## src/rtl/logic_gate_pipe_pkg.sv

```systemverilog
`default_nettype none
// ============================================================================
// Package : gate_pkg
// Purpose : Shared definitions for the pipelined gate unit. Provides the op
//           select encodings, the op select width and the output register
//           state type.
// Revision: 1.0 - initial release
// ============================================================================
package gate_pkg;

  localparam int OP_W = 3;

  localparam logic [OP_W-1:0] OP_AND  = 3'd0;
  localparam logic [OP_W-1:0] OP_OR   = 3'd1;
  localparam logic [OP_W-1:0] OP_XOR  = 3'd2;
  localparam logic [OP_W-1:0] OP_NAND = 3'd3;
  localparam logic [OP_W-1:0] OP_NOR  = 3'd4;
  localparam logic [OP_W-1:0] OP_XNOR = 3'd5;
  localparam logic [OP_W-1:0] OP_NOT  = 3'd6;
  localparam logic [OP_W-1:0] OP_BUF  = 3'd7;

  // Output register occupancy
  typedef enum logic [0:0] {
    ST_EMPTY = 1'b0,
    ST_FULL  = 1'b1
  } out_state_e;

endpackage : gate_pkg
`default_nettype wire

```

## src/rtl/logic_gate_pipe_fold.sv

```systemverilog
`default_nettype none
// ============================================================================
// Module  : gate_fold
// Purpose : Combinational N-input bitwise gate. Folds the selected op across
//           all NUM_IN operands; NOT/BUF use operand 0 only.
// Ports   : in_op   [OP_W-1:0]         op select
//           in_data [NUM_IN*WIDTH-1:0] packed operands, k at [k*WIDTH +: WIDTH]
//           result  [WIDTH-1:0]        gate output
// Revision: 1.0 - initial release
// ============================================================================
module gate_fold
  import gate_pkg::*;
#(
  parameter int WIDTH  = 8,
  parameter int NUM_IN = 2
) (
  input  logic [OP_W-1:0]         in_op,
  input  logic [NUM_IN*WIDTH-1:0] in_data,
  output logic [WIDTH-1:0]        result
);

  logic [WIDTH-1:0] op0;
  logic [WIDTH-1:0] and_f;
  logic [WIDTH-1:0] or_f;
  logic [WIDTH-1:0] xor_f;

  assign op0 = in_data[WIDTH-1:0];

  always_comb begin
    and_f = op0;
    or_f  = op0;
    xor_f = op0;
    for (int k = 1; k < NUM_IN; k++) begin
      and_f = and_f & in_data[k*WIDTH +: WIDTH];
      or_f  = or_f  | in_data[k*WIDTH +: WIDTH];
      xor_f = xor_f ^ in_data[k*WIDTH +: WIDTH];
    end
  end

  always_comb begin
    result = op0;
    case (in_op)
      OP_AND:  result = and_f;
      OP_OR:   result = or_f;
      OP_XOR:  result = xor_f;
      OP_NAND: result = ~and_f;
      OP_NOR:  result = ~or_f;
      OP_XNOR: result = ~xor_f;
      OP_NOT:  result = ~op0;
      OP_BUF:  result = op0;
      default: result = op0;
    endcase
  end

endmodule : gate_fold
`default_nettype wire

```

## src/rtl/logic_gate_pipe.sv

```systemverilog
`default_nettype none
// ============================================================================
// Module  : logic_gate_pipe
// Purpose : Registered N-input, W-bit bitwise gate unit with valid/ready
//           handshake on both sides, one output register stage, zero/ones
//           flags and a saturating accepted-transaction counter.
// Ports   : clk, rst (async, active high)
//           in_valid/in_ready/in_op/in_data   - operand side
//           out_valid/out_ready/out_data      - result side
//           out_zero/out_ones                 - result flags, registered
//           clr_cnt/acc_cnt                   - transaction counter
// Revision: 1.0 - initial release
// ============================================================================
module logic_gate_pipe
  import gate_pkg::*;
#(
  parameter int WIDTH  = 8,
  parameter int NUM_IN = 2,
  parameter int CNT_W  = 16
) (
  input  logic                    clk,
  input  logic                    rst,
  input  logic                    in_valid,
  output logic                    in_ready,
  input  logic [OP_W-1:0]         in_op,
  input  logic [NUM_IN*WIDTH-1:0] in_data,
  output logic                    out_valid,
  input  logic                    out_ready,
  output logic [WIDTH-1:0]        out_data,
  output logic                    out_zero,
  output logic                    out_ones,
  input  logic                    clr_cnt,
  output logic [CNT_W-1:0]        acc_cnt
);

  generate
    if (NUM_IN < 2 || WIDTH < 1) begin : g_param_check
      $fatal(1, "logic_gate_pipe: NUM_IN must be >= 2 and WIDTH >= 1");
    end
  endgenerate

  out_state_e       state_q, state_d;
  logic [WIDTH-1:0] data_q, data_d;
  logic             zero_q, zero_d;
  logic             ones_q, ones_d;
  logic [CNT_W-1:0] cnt_q, cnt_d;

  logic [WIDTH-1:0] fold_result;
  logic             accept;
  logic             xfer;

  gate_fold #(
    .WIDTH  (WIDTH),
    .NUM_IN (NUM_IN)
  ) u_fold (
    .in_op   (in_op),
    .in_data (in_data),
    .result  (fold_result)
  );

  assign out_valid = (state_q == ST_FULL);
  assign in_ready  = ~out_valid | out_ready;
  assign accept    = in_valid & in_ready;
  assign xfer      = out_valid & out_ready;

  // Result register only loads on accept, so don't-care operands presented
  // with in_valid low never reach it.
  always_comb begin
    state_d = state_q;
    data_d  = data_q;
    zero_d  = zero_q;
    ones_d  = ones_q;
    if (accept) begin
      state_d = ST_FULL;
      data_d  = fold_result;
      zero_d  = (fold_result == '0);
      ones_d  = &fold_result;
    end else if (xfer) begin
      state_d = ST_EMPTY;
    end
  end

  // Clear wins over a simultaneous accept; count sticks at all ones.
  always_comb begin
    cnt_d = cnt_q;
    if (clr_cnt) begin
      cnt_d = '0;
    end else if (accept && (cnt_q != {CNT_W{1'b1}})) begin
      cnt_d = cnt_q + CNT_W'(1);
    end
  end

  always_ff @(posedge clk or posedge rst) begin
    if (rst) begin
      state_q <= ST_EMPTY;
      data_q  <= '0;
      zero_q  <= 1'b0;
      ones_q  <= 1'b0;
      cnt_q   <= '0;
    end else begin
      state_q <= state_d;
      data_q  <= data_d;
      zero_q  <= zero_d;
      ones_q  <= ones_d;
      cnt_q   <= cnt_d;
    end
  end

  assign out_data = data_q;
  assign out_zero = zero_q;
  assign out_ones = ones_q;
  assign acc_cnt  = cnt_q;

endmodule : logic_gate_pipe
`default_nettype wire

```

## config.mk

```make
export PLATFORM = sky130hd
export DESIGN_NAME = logic_gate_pipe
export DESIGN_NICKNAME = d
export VERILOG_FILES = /design/src/rtl/logic_gate_pipe_pkg.sv /design/src/rtl/logic_gate_pipe_fold.sv /design/src/rtl/logic_gate_pipe.sv
export SDC_FILE = /design/constraint.sdc
export NUM_CORES = 1
export LEC_CHECK = 0
export ABC_AREA = 1
export CAP_MARGIN = 20
export CORE_MARGIN = 1.5
export CORE_UTILIZATION = 53
export CTS_CLUSTER_DIAMETER = 100
export DETAILED_ROUTE_END_ITERATION = 8
export PLACE_DENSITY = 0.88
export SLEW_MARGIN = 30
export SYNTH_ARGS = -nofsm -noshare
export SYNTH_HDL_FRONTEND = slang
export SYNTH_SLANG_ARGS = --single-unit
```

## constraint.sdc

```tcl
create_clock -name clk -period 2.2 [get_ports clk]
set_clock_uncertainty 0.05 [all_clocks]
set_input_delay 0.22 -clock clk [delete_from_list [all_inputs] [get_ports clk]]
set_output_delay 0.22 -clock clk [all_outputs]
set_load 0.005 [all_outputs]
```

==> impl_metrics.toml <==
[grt]
grt_usage_pct = 24.9
grt_remaining_overflow = 0
antenna_found_initial = 0
grt_pass1_wl_um = 10600
grt_start_max_net_pins = 26
grt_pass1_vias = 2309

[clock_network]
cts_hold_buf = 0
cts_setup_buffers = 0
root_buffer = "clkbuf_8"
clk_pin_slew_ps = 90
cts_tree = "yes"
post_cts_resized = 0
clockBufferDepth = 2
cts_buffers = 3
cts_sinks = 27
clock_latency_ps = 280
h-tree-depth = 1

[critical_path]
cp_slowest_cell = "dfrtp_1"
crit_chain = "ha_1, nand3_1, nor2_4, nand3_2, nand2_4, nand2_8, inv_4, o21ai_0, nand2_1, nor2_1"
cp.required_ps = 2320
start_kind = "flip-flop"
path_buf_inv = 1
worstSetupPathType = "reg2reg"
crit_path_max_incr_delay_ps = 420
cp_top_family = "simple AND/OR/NAND/NOR gates"
critical_path.endpoint_type = "flip-flop"
crit_arrival_ps = 1930
cp_max_fo = 9

[layout]
antennaDiodeCount = 0
nFillCells = 428
instances_no_fill = 516
layout-drive-gt1-share_pct = 7.35
design_area_um2 = 3270
fin_nets = 491
areaGrowthSynthToFinish_pct = 23.0
fin_util_pct = 68.3

[hold_path]
hold_path_class = "in2async"

[routing]
drc_errors = 0
drt_iter0_markers = 243
drt_first_pass_iters = 5
ant_nets = 0
vias = 2696
wirelength_um = 6310
via_per_inst = 5.22
wl_per_cell_um = 12.2

[timing]
max_slew_margin_pct = 71.5
maxSlewViolCount = 0
fin_crit_sh_pct = 82.2
setup_viol = 0
min_period_ps = 1810
max_freq_ghz = 0.553
tightest_slew_ps = 427
setup_tns_ps = 0
hold_violations = 0
rsz0062_at_grt = "no"

[synthesis]
synth_seq_cells = 27
synth_nets = 440
syn_inst = 399
yosysSeqAreaShare_pct = 25.4
yosysUniqueCellTypes = 31
netlist_area_um2 = 2660
yosysWarnings = 0
avgSynthCellArea_um2 = 6.66

[power]
clkPwrFrac_pct = 21.6
p_switching_uw = 415
combPwrFrac_pct = 35.1
p_per_area_nw_per_um2 = 393
p_total_uw = 1280
p_seq_share_pct = 43.3
swShare_pct = 32.3
power.leakage_uw = 0.00171
p_int_uw = 869
ir_worst_vdd_uv = 241

[die]
ios = 52
start_util_pct = 55.5
die-area_um2 = 5450
core_area_um2 = 4790
rows = 25
die_w_um = 73.8
dieHeight_um = 73.8

[place]
io_buffers = 51
gp_congestion = 0.880
post_dp_cell_area_um2 = 3220
placed_cells = 512
place_hpwl_um = 5030

[flow_run]
cap_violations = 0

[status]
run_status = "completed"
[per-stage QoR]
stage | hold WS (ps) | setup slack [ps]
floorplan | 223 | 591
global placement | 417 | 181
detailed placement | 422 | 181
CTS | 217 | 383
global route | 242 | 255
finish | 213 | 393
[area by class of cell]
class,instances,area [µm²],area share [%]
Timing Repair Buffer,60,591,18.1
Multi-Input combinational cell,300,1640,50.3
Clock buffer,4,45.0,1.38
Tap cell,67,83.8,2.57
Inverter,58,230,7.04
Sequential cell,27,676,20.7
[routing by layer]
metal	share of wire (%)	track usage, %	wire [µm]
met5	0	0	0
met4	1.6	7.41	99
met3	6.3	3.29	397
met2	43	37.3	2690
met1	50	36.9	3130
[cell usage in the layout, fill, tap and decap left out, drive strengths merged]
cell,n
clkinv,1
nand4,22
buf,9
nor3,8
ha,17
clkdlybuf4s50,51
nor2,51
xnor2,3
nand2,115
o21ai,17
inv,57
a21oi,5
nand3,42
xor2,7
dfrtp,27
nand3b,10
o31ai,3
clkbuf,4
[synthesized netlist by cell type]
library cell    n  area share, %
nand2_4         4            1.7
inv_4           2           0.47
nand3b_1       10            2.8
buf_6           3            1.3
nand3_2         2           0.75
xor2_1          7            2.3
clkinv_1        1           0.14
a21oi_1         3           0.57
nor3_1          8            1.5
ha_1           17            8.0
buf_8           1           0.57
nand2_1       108             15
nand2_8         1           0.75
dfrtp_1        27             25
xnor2_1         3           0.99
a21oi_2         2           0.66
buf_2           5           0.94
o21ai_0        15            2.8
nor2_8          2            1.5
nand3_1        40            7.5
inv_1          52            7.3
buf_4           4            1.1
nor2_4          3            1.3
clkbuf_1        1           0.14
inv_8           1           0.42
inv_2           2           0.28
nor2_1         46            6.5
o21ai_1         2           0.38
nand4_1        22            5.2
o31ai_1         3           0.85
nand2_2         2           0.47
[final timing paths]
| check | startpoint | endpoint | slack (ps) | cells past startpoint |
|---|---|---|---|---|
| setup / recovery | acc_cnt[0]$_DFFE_PP0P_ | acc_cnt[9]$_DFFE_PP0P_ | 390 | 10 |
| hold / removal | rst | out_data[2]$_DFFE_PP0P_ | 210 | 2 |
| setup reg to reg | acc_cnt[0]$_DFFE_PP0P_ | acc_cnt[9]$_DFFE_PP0P_ | 390 | 10 |
| hold reg to reg | out_data[4]$_DFFE_PP0P_ | out_data[4]$_DFFE_PP0P_ | 440 | 2 |
| max in group asynchronous | rst | acc_cnt[8]$_DFFE_PP0P_ | 1330 | 3 |
| min in group clk | out_data[4]$_DFFE_PP0P_ | out_data[4]$_DFFE_PP0P_ | 440 | 2 |
[logic make-up (layout without fill, tap and decap cells)]
logic type	after synthesis	in the layout	share of synthesized area [%]
buffers and inverters	72	122	12.7
AND/OR/NAND/NOR	248	248	45.3
flip-flops	27	27	25.4
XOR/XNOR	10	10	3.30
AO/OA/AOI/OAI	25	25	5.28
adder cells (fa/ha/maj)	17	17	8.01
[power by group through the flow]
stage	logic, µW	clock network [µW]	registers, µW
6_report	451	278	556
5_1_grt	507	300	561
4_1_cts	450	287	556
3_5_place_dp	449	0	566
3_3_place_gp	441	0	563
2_1_floorplan	260	0	566
[worst register-to-register path: cells and delay by family, from the launching register on]
| family | cells | cell delay [ps] |
|---|---|---|
| DFF | 1 | 420 |
| and+or+nand+nor | 7 | 840 |
| buffers and inverters | 1 | 110 |
| AOI/OAI and AO/OA | 1 | 80 |
| adders and majority gates | 1 | 210 |
[sequential cells by signal, indices dropped and copies added, names as in the netlist]
signal,cells
out_zero,1
acc_cnt,16
out_valid,1
out_ones,1
out_data,8
No activity file was read; power rests on OpenSTA's default activity.
